$ cat src/rtl/rf_timing_pkg.sv
// ---------------------------------------------------------------------------
// rf_timing_pkg
// Shared definitions for the RF pulse-train generator:
//   - state_t        : frame sequencer states
//   - RST_GAP_DEF    : default cycles from rf_out fall to the fsm_rst strobe
//   - MIN_PERIOD_DEF : default smallest legal frame period
//   - CLK_PERIOD_NS  : nominal clk cycle time (10 MHz clock)
// ---------------------------------------------------------------------------
package rf_timing_pkg;

  typedef enum logic [2:0] {
    S_IDLE     = 3'd0,
    S_DELAY    = 3'd1,
    S_HIGH     = 3'd2,
    S_GAP      = 3'd3,
    S_WAIT_END = 3'd4
  } state_t;

  localparam int RST_GAP_DEF    = 4;
  localparam int MIN_PERIOD_DEF = 4;
  localparam int CLK_PERIOD_NS  = 100;

endpackage

$ cat src/rtl/rf_frame_cnt.sv
// ---------------------------------------------------------------------------
// rf_frame_cnt
// Loadable CNT_W-bit up-counter with a terminal-count flag.
// Ports:
//   clk, rst   : clock, asynchronous active-high reset (count -> 0)
//   load       : load load_val on the next edge (wins over inc)
//   load_val   : value to load
//   inc        : increment on the next edge
//   term       : terminal value; tc is high while the count equals it
//   cnt_next   : combinational next count, used by the parent to decode
//                registered outputs aligned with the count
//   tc         : terminal-count flag for the current count
// ---------------------------------------------------------------------------
module rf_frame_cnt #(
  parameter int CNT_W = 24
) (
  input  logic             clk,
  input  logic             rst,
  input  logic             load,
  input  logic [CNT_W-1:0] load_val,
  input  logic             inc,
  input  logic [CNT_W-1:0] term,
  output logic [CNT_W-1:0] cnt_next,
  output logic             tc
);

  logic [CNT_W-1:0] cnt_reg;

  always_comb begin
    cnt_next = cnt_reg;
    if (load) begin
      cnt_next = load_val;
    end else if (inc) begin
      cnt_next = cnt_reg + CNT_W'(1);
    end
  end

  always_ff @(posedge clk or posedge rst) begin
    if (rst) begin
      cnt_reg <= '0;
    end else begin
      cnt_reg <= cnt_next;
    end
  end

  assign tc = (cnt_reg == term);

endmodule

$ cat src/rtl/rf_pulse_gen.sv
// ---------------------------------------------------------------------------
// rf_pulse_gen
// Programmable periodic RF pulse-train generator feeding fsm_sync.
// Each frame is len cycles long; rf_out is high for cnt in [D, D+H-1],
// fsm_rst strobes at cnt == D+H+RST_GAP, sh_en strobes at cnt == len/2.
// Ports:
//   clk, rst    : clock, asynchronous active-high reset
//   en          : run frames while high (sampled at idle and at frame end)
//   period      : frame length P in cycles
//   delay       : cycles from frame start to rf_out rise (D)
//   high        : rf_out high time (H)
//   rf_out      : RF pulse (registered, glitch-free)
//   fsm_rst     : one-cycle strobe after the pulse
//   sh_en       : one-cycle mid-frame strobe
//   frame_start : one-cycle strobe at cnt 0
//   busy        : a frame is in progress
//   cfg_err     : config of the current/last frame was illegal
// All outputs are flops decoded from the next counter value and the next
// latched config, so every output lines up with the registered count.
// ---------------------------------------------------------------------------
module rf_pulse_gen
  import rf_timing_pkg::*;
#(
  parameter int CNT_W      = 24,
  parameter int RST_GAP    = RST_GAP_DEF,
  parameter int MIN_PERIOD = MIN_PERIOD_DEF
) (
  input  logic             clk,
  input  logic             rst,
  input  logic             en,
  input  logic [CNT_W-1:0] period,
  input  logic [CNT_W-1:0] delay,
  input  logic [CNT_W-1:0] high,
  output logic             rf_out,
  output logic             fsm_rst,
  output logic             sh_en,
  output logic             frame_start,
  output logic             busy,
  output logic             cfg_err
);

  // Two extra bits so D+H+RST_GAP can never wrap.
  localparam int SW = CNT_W + 2;

  // ---- legality of the config presented on the ports ----
  logic [SW-1:0]    period_w;
  logic [SW-1:0]    need_w;
  logic             in_legal;
  logic [CNT_W-1:0] in_len;

  assign period_w = SW'(period);
  assign need_w   = SW'(delay) + SW'(high) + SW'(RST_GAP);
  // need <= P-1 written as need < P to avoid any subtraction wrap.
  assign in_legal = (period_w >= SW'(MIN_PERIOD)) && (high != '0) && (need_w < period_w);
  assign in_len   = (period_w < SW'(MIN_PERIOD)) ? CNT_W'(MIN_PERIOD) : period;

  // ---- latched frame config ----
  logic [CNT_W-1:0] len_reg, delay_reg, high_reg;
  logic             legal_reg;
  state_t           state_reg, state_next;

  // ---- counter ----
  logic             start, stop;
  logic [CNT_W-1:0] cnt_next;
  logic             cnt_tc;

  rf_frame_cnt #(
    .CNT_W (CNT_W)
  ) u_cnt (
    .clk      (clk),
    .rst      (rst),
    .load     (start | stop),
    .load_val ('0),
    .inc      (state_reg != S_IDLE),
    .term     (len_reg - CNT_W'(1)),
    .cnt_next (cnt_next),
    .tc       (cnt_tc)
  );

  // A frame starts from idle, or back-to-back when en is high in the last
  // cycle of the current frame; en is otherwise ignored mid-frame.
  always_comb begin
    start = 1'b0;
    stop  = 1'b0;
    if (state_reg == S_IDLE) begin
      start = en;
    end else if (cnt_tc) begin
      start = en;
      stop  = !en;
    end
  end

  // Config that will be in force next cycle.
  logic [CNT_W-1:0] len_n, delay_n, high_n;
  logic             legal_n;
  logic [SW-1:0]    hi_end_n, rst_pt_n, cnt_next_w;

  assign len_n      = start ? in_len   : len_reg;
  assign delay_n    = start ? delay    : delay_reg;
  assign high_n     = start ? high     : high_reg;
  assign legal_n    = start ? in_legal : legal_reg;
  assign hi_end_n   = SW'(delay_n) + SW'(high_n);
  assign rst_pt_n   = hi_end_n + SW'(RST_GAP);
  assign cnt_next_w = SW'(cnt_next);

  logic rf_out_next, fsm_rst_next, sh_en_next, frame_start_next, busy_next, cfg_err_next;

  always_comb begin
    state_next = state_reg;
    if (start) begin
      // Illegal frames only count; nothing is pulsed.
      if (!legal_n) begin
        state_next = S_WAIT_END;
      end else if (delay_n == '0) begin
        state_next = S_HIGH;
      end else begin
        state_next = S_DELAY;
      end
    end else if (stop) begin
      state_next = S_IDLE;
    end else begin
      case (state_reg)
        S_DELAY: if (cnt_next_w == SW'(delay_n))      state_next = S_HIGH;
        S_HIGH:  if (cnt_next_w == hi_end_n)          state_next = S_GAP;
        S_GAP:   if (cnt_next_w == rst_pt_n + SW'(1)) state_next = S_WAIT_END;
        default: state_next = state_reg;
      endcase
    end

    rf_out_next      = (state_next == S_HIGH);
    fsm_rst_next     = (state_next == S_GAP) && (cnt_next_w == rst_pt_n);
    sh_en_next       = legal_n && (state_next != S_IDLE) && (cnt_next == (len_n >> 1));
    frame_start_next = start;
    busy_next        = (state_next != S_IDLE);
    cfg_err_next     = start ? !in_legal : cfg_err;
  end

  always_ff @(posedge clk or posedge rst) begin
    if (rst) begin
      state_reg <= S_IDLE;
      len_reg   <= '0;
      delay_reg <= '0;
      high_reg  <= '0;
      legal_reg <= 1'b0;
    end else begin
      state_reg <= state_next;
      if (start) begin
        len_reg   <= in_len;
        delay_reg <= delay;
        high_reg  <= high;
        legal_reg <= in_legal;
      end
    end
  end

  always_ff @(posedge clk or posedge rst) begin
    if (rst) begin
      rf_out      <= 1'b0;
      fsm_rst     <= 1'b0;
      sh_en       <= 1'b0;
      frame_start <= 1'b0;
      busy        <= 1'b0;
      cfg_err     <= 1'b0;
    end else begin
      rf_out      <= rf_out_next;
      fsm_rst     <= fsm_rst_next;
      sh_en       <= sh_en_next;
      frame_start <= frame_start_next;
      busy        <= busy_next;
      cfg_err     <= cfg_err_next;
    end
  end

endmodule

$ cat config.mk
export PLATFORM = sky130hd
export DESIGN_NAME = rf_pulse_gen
export DESIGN_NICKNAME = d
export VERILOG_FILES = /design/src/rtl/rf_timing_pkg.sv /design/src/rtl/rf_frame_cnt.sv /design/src/rtl/rf_pulse_gen.sv
export SDC_FILE = /design/constraint.sdc
export NUM_CORES = 1
export LEC_CHECK = 0
export ABC_CLOCK_PERIOD_IN_PS = 10750
export BUFFER_PORTS_ARGS = -buffer_cell sky130_fd_sc_hd__buf_2
export CORE_ASPECT_RATIO = 0.6
export CORE_UTILIZATION = 63
export DETAILED_ROUTE_END_ITERATION = 10
export PLACE_DENSITY = 0.89
export SLEW_MARGIN = 20
export SYNTH_ARGS = -nofsm -noshare
export SYNTH_HDL_FRONTEND = slang
export SYNTH_SLANG_ARGS = --single-unit
$ cat constraint.sdc
create_clock -name clk -period 10.75 [get_ports clk]
set_input_delay 0 -clock clk [delete_from_list [all_inputs] [get_ports clk]]
set_output_delay 0 -clock clk [all_outputs]
set_load 0.01 [all_outputs]
==> results.cfg, run 1 <==
[timing]
finClkSkew_ps = 21.1
fin_crit_ps = 9400
max_freq_mhz = 106
final_max_slew_viol_count = 0
worst_pin_slew_ps = 1100
whs_ps = -5.60
slew_headroom = 0.262
hold_viol = 1
rsz0062_at_grt = false
setup_violations = 0
setup_tns_ps = 0
setup_slack_ps = 1350
finalCritPeriodShare = 0.874

[clocking]
cts.sinks = 106
cts_tree = done
cts_resized = 0
clk_pin_slew_ps = 80
clock-root-buffer = clkbuf_16
numCtsBuffers = 9
clockBufferDepth = 2
post_cts_buffers = 0
htree_levels = 3
hold_buffers = 27
insertion_delay_ps = 370

[floorplanning]
fp-row-count = 39
core_region_area_um2 = 19000
io_pins = 81
start_util = 0.643
die_h_um = 110
dieArea_um2 = 20000
die_w_um = 182

[critical_path]
rr_endpoint = rf_out$_DFF_PP0_
path_max_fanout = 31
crit_path_end_kind = flip-flop
start_kind = flip-flop
cp_data_required_time_ps = 11010
critPathKind = flip-flop to flip-flop
reg2reg_slack_ps = 1350
r2r-start = len_reg[0]$_DFFE_PP0P_
slowest_stage = o21ai_4
critPathMaxStageDelay_ps = 860
crit_arrival_ps = 9660
r2r.worst_path.cells = 28

[synth]
synth_seq_cells = 106
syn_area_um2 = 12200
synthFlopType = dfrtp_1
synth-edff-count = 0
syn_inst = 1453
ys_seq_area_frac = 0.217
synth_warnings = 0
syn_avg_cell_area_um2 = 8.42
synth.distinct_cells = 96
syn_nets = 1629
synth-async-reset-ratio = 1.00

[min_path]
min_to = high_reg[16]$_DFF_PP0_
hp-class = primary input to flip-flop
hold_path_depth = 2
hold_start = high[16]

[placement]
dpl_worst_slack_ps = 1790
gp_congestion = 1.05
hpwl_mm = 35.1
io_buffers = 80

[drt]
detail_route.first_pass.iterations = 8
avgRoutedWirePerCell_um = 24.9
wirelength_mm = 44.5
vias_per_cell = 7.11
vias = 12700
drtAntennaViolNets = 0
dr.first_iter.drc_count = 2040
drc = 0

[finish]
fillers = 1469
layout.nets = 1710
layout_commonest_cell = xnor2_1
final_cell_mix = xnor2_1, dfrtp_1, nand2_1
drive_gt1_frac = 0.144
area_growth_pct = 9.49

[grt]
grt_antenna_before_repair = 0
grt.overflow.total = 0
grt_usage = 0.450
grt_first_pass_wirelength_mm = 67.4
grt_pass1_vias = 11600
grt_max_degree = 74

[outcome]
status = finished with violations
failed_checks = hold timing

[run]
maxCapViolations = 0
==> cells in the mapped netlist (8+ instances only) <==
cell type,number,area share
xnor2_1,137,0.098
dfrtp_1,106,0.22
nand2_1,103,0.032
nor2_1,101,0.031
ha_1,99,0.10
o21ai_0,73,0.030
a21oi_1,68,0.028
inv_1,68,0.021
xor2_1,66,0.047
nor4_1,53,0.027
mux2_2,51,0.047
nor3_1,43,0.018
nand3_1,39,0.016
nand4_1,35,0.018
clkbuf_1,29,0.0089
a21o_1,22,0.014
o211ai_1,19,0.012
o21a_1,16,0.0098
a31oi_1,15,0.0077
nand2b_1,15,0.0077
nor2b_1,15,0.0077
mux2i_1,13,0.011
nor3_2,12,0.0098
or3_1,12,0.0061
and3_1,11,0.0056
buf_2,11,0.0045
or2_2,11,0.0056
a211oi_1,10,0.0061
nor4b_1,10,0.0072
and2_1,9,0.0046
o211a_1,8,0.0065
==> logic make-up after synthesis <==
logic type | Yosys count | synth area share
AO/OA/AOI/OAI | 327 | 0.183
XOR/XNOR | 206 | 0.151
adder cells (fa/ha/maj) | 101 | 0.105
buffers and inverters | 118 | 0.0398
flip-flops | 106 | 0.217
multiplexers | 64 | 0.0576
AND/OR/NAND/NOR | 531 | 0.247
==> per-stage QoR <==
step                hold slack, ps  area, um2  std cells  utilization
finish                       -5.60      13400       1786        0.704
global route                  3.72      13400       1785        0.704
CTS                         0.0406      13400       1785        0.704
detailed placement            42.1      12800       1742        0.673
global placement              31.4      12800       1742        0.673
floorplan                      149      12200       1453            -
==> worst max-delay path, delay by kind of cell, from the launching register on <==
kind / cells / cell delay (ps)
muxes: 1 / 380
and+or+nand+nor: 8 / 2260
xor gates and xnor gates: 2 / 460
buffers and inverters: 3 / 430
AOI/OAI and AO/OA: 11 / 4390
DFF: 1 / 460
adders and majority gates: 3 / 890
==> layer usage <==
metal  track usage  part of all wire  vias up
li1              -                 -     5562
met1         0.614              0.41     5959
met2         0.654              0.39     1015
met3         0.179              0.17      165
met4         0.127             0.033        4
met5        0.0225            0.0018        -
==> worst max-delay path by stage <==
stage / startpoint / to / slack, ps / cells after the start
final: len_reg[0]$_DFFE_PP0P_ / rf_out$_DFF_PP0_ / 1350 / 28
after global placement: len_reg[0]$_DFFE_PP0P_ / rf_out$_DFF_PP0_ / 1890 / 28
after CTS: len_reg[0]$_DFFE_PP0P_ / rf_out$_DFF_PP0_ / 1750 / 28
after floorplan: len_reg[15]$_DFF_PP0_ / rf_out$_DFF_PP0_ / 1940 / 34
after global routing: len_reg[0]$_DFFE_PP0P_ / rf_out$_DFF_PP0_ / 970 / 29
after detailed placement: len_reg[0]$_DFFE_PP0P_ / rf_out$_DFF_PP0_ / 1790 / 28
==> area by class of cell <==
type                    count  area [um2]  area share
diodes                      1        2.50    0.000187
clock buffers               9         225      0.0168
clock inverters             7        82.6     0.00617
inverters                  70         265      0.0198
multi-input cells        1229        9100       0.680
flip-flops and latches    106        2650       0.198
well taps                 246         308      0.0230
repair buffers            118         753      0.0562
Power of run 1 is not shown: default switching activity piles up to over one toggle a cycle in this logic, so the estimate is an artifact.
==> run 2, diff against run 1 <==
==> constraint.sdc (replaced) <==
create_clock -name clk -period 10.75 [get_ports clk]
set_input_delay 0.5375 -clock clk [delete_from_list [all_inputs] [get_ports clk]]
set_output_delay 0.5375 -clock clk [all_outputs]
set_load 0.01 [all_outputs]
==> results.cfg, run 2 (synthesis results as in run 1) <==
[critical_path]
r2r.worst_path.cells = 28
cp_data_required_time_ps = 11010
slowest_stage = o21ai_4
critPathMaxStageDelay_ps = 860
critPathKind = flip-flop to flip-flop
start_kind = flip-flop
crit_path_end_kind = flip-flop
crit_arrival_ps = 9570
path_max_fanout = 31

[grt]
grt_pass1_vias = 11400
grt_antenna_before_repair = 0
grt_usage = 0.439
grt.overflow.total = 0
grt_first_pass_wirelength_mm = 65.7
grt_max_degree = 74

[drt]
wirelength_mm = 43.2
vias_per_cell = 7.07
vias = 12400
drtAntennaViolNets = 0
drc = 0
detail_route.first_pass.iterations = 6
dr.first_iter.drc_count = 1996
avgRoutedWirePerCell_um = 24.6

[clocking]
numCtsBuffers = 9
clock-root-buffer = clkbuf_16
insertion_delay_ps = 370
cts_resized = 0
cts.sinks = 106
post_cts_buffers = 0
clk_pin_slew_ps = 90
cts_tree = done
htree_levels = 3
clockBufferDepth = 2
hold_buffers = 0

[run]
maxCapViolations = 0

[finish]
layout.nets = 1683
area_growth_pct = 7.26
final_cell_mix = xnor2_1, dfrtp_1, nand2_1
antenna_cells = 0
layout_commonest_cell = xnor2_1
drive_gt1_frac = 0.146

[timing]
setup_tns_ps = 0
fin_crit_ps = 9310
hold_viol = 0
rsz0062_at_grt = false
finClkSkew_ps = 14.2
final_max_slew_viol_count = 0
slew_headroom = 0.264
setup_violations = 0
worst_pin_slew_ps = 1090
max_freq_mhz = 107
finalCritPeriodShare = 0.866

[placement]
io_buffers = 80
gp_congestion = 1.05
hpwl_mm = 35.1

[floorplanning]
io_pins = 81
dieArea_um2 = 20000
core_region_area_um2 = 19000
die_w_um = 182
die_h_um = 110
fp-row-count = 39
start_util = 0.643

[outcome]
status = finished, final reports clean

[min_path]
hp-class = primary input to async pin
## run 2: cell count changes in the layout (fill, tap and decap cells not counted)
cell,previous run,this run
diode_2,1,0
dlygate4sd3_1,27,0
## run 2: layout make-up
cell class | count | area, um2
inverter | 70 | 265
clock inverter | 7 | 82.6
timing repair buffer | 91 | 483
multi-input combinational | 1229 | 9100
sequential | 106 | 2650
fill | 1511 | 5910
clock buffer | 9 | 225
tap | 246 | 308
## run 2: path summary, 6_finish.rpt
kind,start,to,slack (ps)
setup / recovery,len_reg[0]$_DFFE_PP0P_,rf_out$_DFF_PP0_,1440
setup reg to reg,len_reg[0]$_DFFE_PP0P_,rf_out$_DFF_PP0_,1440
max in group asynchronous,rst,delay_reg[8]$_DFF_PP0_,9260
hold / removal,rst,u_cnt.cnt_reg[14]$_DFF_PP0_,170
min in group clk,period[18],len_reg[18]$_DFF_PP0_,470
hold reg to reg,high_reg[7]$_DFF_PP0_,high_reg[7]$_DFF_PP0_,510
## run 2: worst max-delay path, delay by kind of cell (launching register included)
| kind | cells | cell delay [ps] |
|---|---|---|
| compound gates | 11 | 4320 |
| xor+xnor | 2 | 460 |
| fa+ha+maj | 3 | 900 |
| buf+inv | 3 | 410 |
| flops | 1 | 460 |
| mux | 1 | 380 |
| simple gates | 8 | 2250 |
## run 2: per-layer routing
| metal | share of wire | track usage |
|---|---|---|
| met5 | 0 | 0 |
| met4 | 0.024 | 0.105 |
| met3 | 0.17 | 0.187 |
| met2 | 0.39 | 0.632 |
| met1 | 0.42 | 0.603 |
## run 2: stage by stage
stage,setup WS (ps),hold WS [ps],utilization,cells,area (um2)
2_1_floorplan,1940,434,-,1453,12200
3_3_place_gp,1890,448,0.673,1742,12800
3_5_place_dp,1790,478,0.673,1742,12800
4_1_cts,1750,186,0.689,1758,13100
5_1_grt,976,201,0.689,1758,13100
6_report,1440,170,0.689,1758,13100
Power of run 2 is left out for the same reason.
==> run 3, diff against run 2 <==
ABC_AREA = 1   (was default)
CORE_UTILIZATION = 64   (was 63)
PLACE_DENSITY = 0.9   (was 0.89)
==> results.cfg, run 3 <==
[timing]
finalCritPeriodShare = 0.721
worst_pin_slew_ps = 1090
setup_tns_ps = 0
max_freq_mhz = 129
final_max_slew_viol_count = 0
hold_viol = 0
finClkSkew_ps = 12.7
rsz0062_at_grt = false
fin_crit_ps = 7750
slew_headroom = 0.266
setup_violations = 0

[clocking]
clk_pin_slew_ps = 80
hold_buffers = 0
htree_levels = 3
cts_resized = 0
cts.sinks = 106
insertion_delay_ps = 370
post_cts_buffers = 0
cts_tree = done
numCtsBuffers = 9
clock-root-buffer = clkbuf_16
clockBufferDepth = 2

[synth]
synth-edff-count = 0
synth_seq_cells = 106
yosysMostFrequentCell = nand2_1
synth_area_leader_cell = nand2_1
ys_seq_area_frac = 0.205
syn_inst = 2144
synthTopCellsByCount = nand2_1, inv_1, nor2_1, nand3_1, dfrtp_1
synthTopCellsByArea = nand2_1, dfrtp_1, ha_1, inv_1, nand3_1
synth_warnings = 0
syn_area_um2 = 13000
synth-async-reset-ratio = 1.00
synthFlopType = dfrtp_1
synth_top_area_frac = 0.226
synth.distinct_cells = 51
syn_avg_cell_area_um2 = 6.05
syn_nets = 2320

[floorplanning]
fp-row-count = 39
start_util = 0.667
core_region_area_um2 = 19400
die_w_um = 186
io_pins = 81
die_h_um = 112
dieArea_um2 = 20800

[grt]
grt_antenna_before_repair = 1
grt.overflow.total = 0
grt_usage = 0.480
grt_max_degree = 80
grt_first_pass_wirelength_mm = 75.3
grt_pass1_vias = 13500

[drt]
drtAntennaViolNets = 0
vias = 15300
detail_route.first_pass.iterations = 8
dr.first_iter.drc_count = 2406
drc = 0
vias_per_cell = 6.15
wirelength_mm = 49.4
avgRoutedWirePerCell_um = 19.9

[placement]
placed_cell_area_um2 = 13600
hpwl_mm = 40.7
gp_congestion = 1.10
io_buffers = 80

[critical_path]
path_max_fanout = 79
slowest_stage = buf_4
crit_path_end_kind = flip-flop
start_kind = flip-flop
critPathKind = flip-flop to flip-flop
cp_data_required_time_ps = 10990
crit_arrival_ps = 7990
critPathMaxStageDelay_ps = 670
crit_top_cell = nand2_1

[finish]
layout_commonest_cell = nand2_1
drive_gt1_frac = 0.0996
layout.nets = 2390
final_area_um2 = 13900
fillers = 1685
final_cell_mix = nand2_1, inv_1, nor2_1
area_growth_pct = 6.90

[outcome]
status = finished, final reports clean

[pwr]
cellLeakagePower_nw = 7.70
ir_drop_mv = 0.0834
power_density_nw_per_um2 = 67.2

[min_path]
hp-class = primary input to async pin

[run]
maxCapViolations = 0
run 3: cell count changes after synthesis, moves of 19 or more:
| cell | before | now |
|---|---|---|
| nand2_2 | 0 | 52 |
| a21o_1 | 22 | 1 |
| xnor2_1 | 137 | 32 |
| nor2_1 | 101 | 189 |
| mux2_2 | 51 | 0 |
| nor2_2 | 1 | 28 |
| nand2_1 | 103 | 781 |
| o21ai_0 | 73 | 46 |
| nor4_1 | 53 | 17 |
| clkbuf_1 | 29 | 5 |
| inv_1 | 68 | 282 |
| nor3_1 | 43 | 11 |
| nand3_1 | 39 | 176 |
| o21ai_1 | 4 | 23 |
run 3: cell families after synthesis:
kind of cell | after synthesis | synth area share
DFF | 106 | 0.205
and+or+nand+nor | 1355 | 0.458
adders and majority gates | 101 | 0.0987
xor gates and xnor gates | 112 | 0.0757
AOI/OAI and AO/OA | 153 | 0.0655
buffers and inverters | 317 | 0.0977
run 3: cell type report:
class                      count  area, um2  area share
sequential                   106       2650       0.191
inverter                     293       1100      0.0796
multi-input combinational   1721       9040       0.653
antenna                        2       5.00    0.000361
tap                          266        333      0.0240
clock inverter                 7       71.3     0.00515
timing repair buffer          83        423      0.0305
clock buffer                   9        225      0.0163
run 3: routing by layer:
| layer | vias to the layer above | global-route usage | share of wire |
|---|---|---|---|
| li1 | 6961 | - | - |
| met1 | 6904 | 0.687 | 0.40 |
| met2 | 1241 | 0.634 | 0.37 |
| met3 | 182 | 0.223 | 0.20 |
| met4 | 2 | 0.132 | 0.036 |
| met5 | - | 0.0235 | 0.0014 |
run 3: critical path: cells and delay by family, from the launching register on:
| kind | cells | cell delay, ps |
|---|---|---|
| adder cells (fa/ha/maj) | 3 | 1040 |
| AO/OA/AOI/OAI | 3 | 690 |
| flip-flops | 1 | 380 |
| buffers and inverters | 4 | 900 |
| AND/OR/NAND/NOR | 34 | 4570 |
run 3: path summary, 6_finish.rpt:
path | startpoint | end | slack (ps) | depth (start not counted)
min | rst | high_reg[3]$_DFF_PP0_ | 160 | 2
max in group asynchronous | rst | state_reg[1]$_DFF_PP0_ | 9230 | 3
min reg2reg | high_reg[10]$_DFF_PP0_ | high_reg[10]$_DFF_PP0_ | 500 | 2
max reg2reg | len_reg[0]$_DFFE_PP0P_ | sh_en$_DFF_PP0_ | 3000 | 44
min in group clk | period[3] | len_reg[3]$_DFF_PP0_ | 480 | 3
max | len_reg[0]$_DFFE_PP0P_ | sh_en$_DFF_PP0_ | 3000 | 44
run 3: power by group:
group          switching, mW  total (mW)  internal, mW  leakage (nW)
clock network          0.171       0.335         0.164         0.145
logic                  0.123       0.199        0.0758          6.15
registers                  0       0.398         0.398          1.40
total                  0.293       0.932         0.638          7.70
run 3: through the flow:
stage               hold slack, ps  setup slack (ps)  std cells  total power [mW]   util
floorplan                      448              4700       2144             0.535      -
global placement               466              3540       2469             0.587  0.698
detailed placement             468              3400       2469             0.597  0.698
CTS                            176              3360       2485             0.922  0.713
global route                   191              2340       2485             0.966  0.713
finish                         164              3000       2487             0.932  0.713
(Power assumes the default switching activity.)
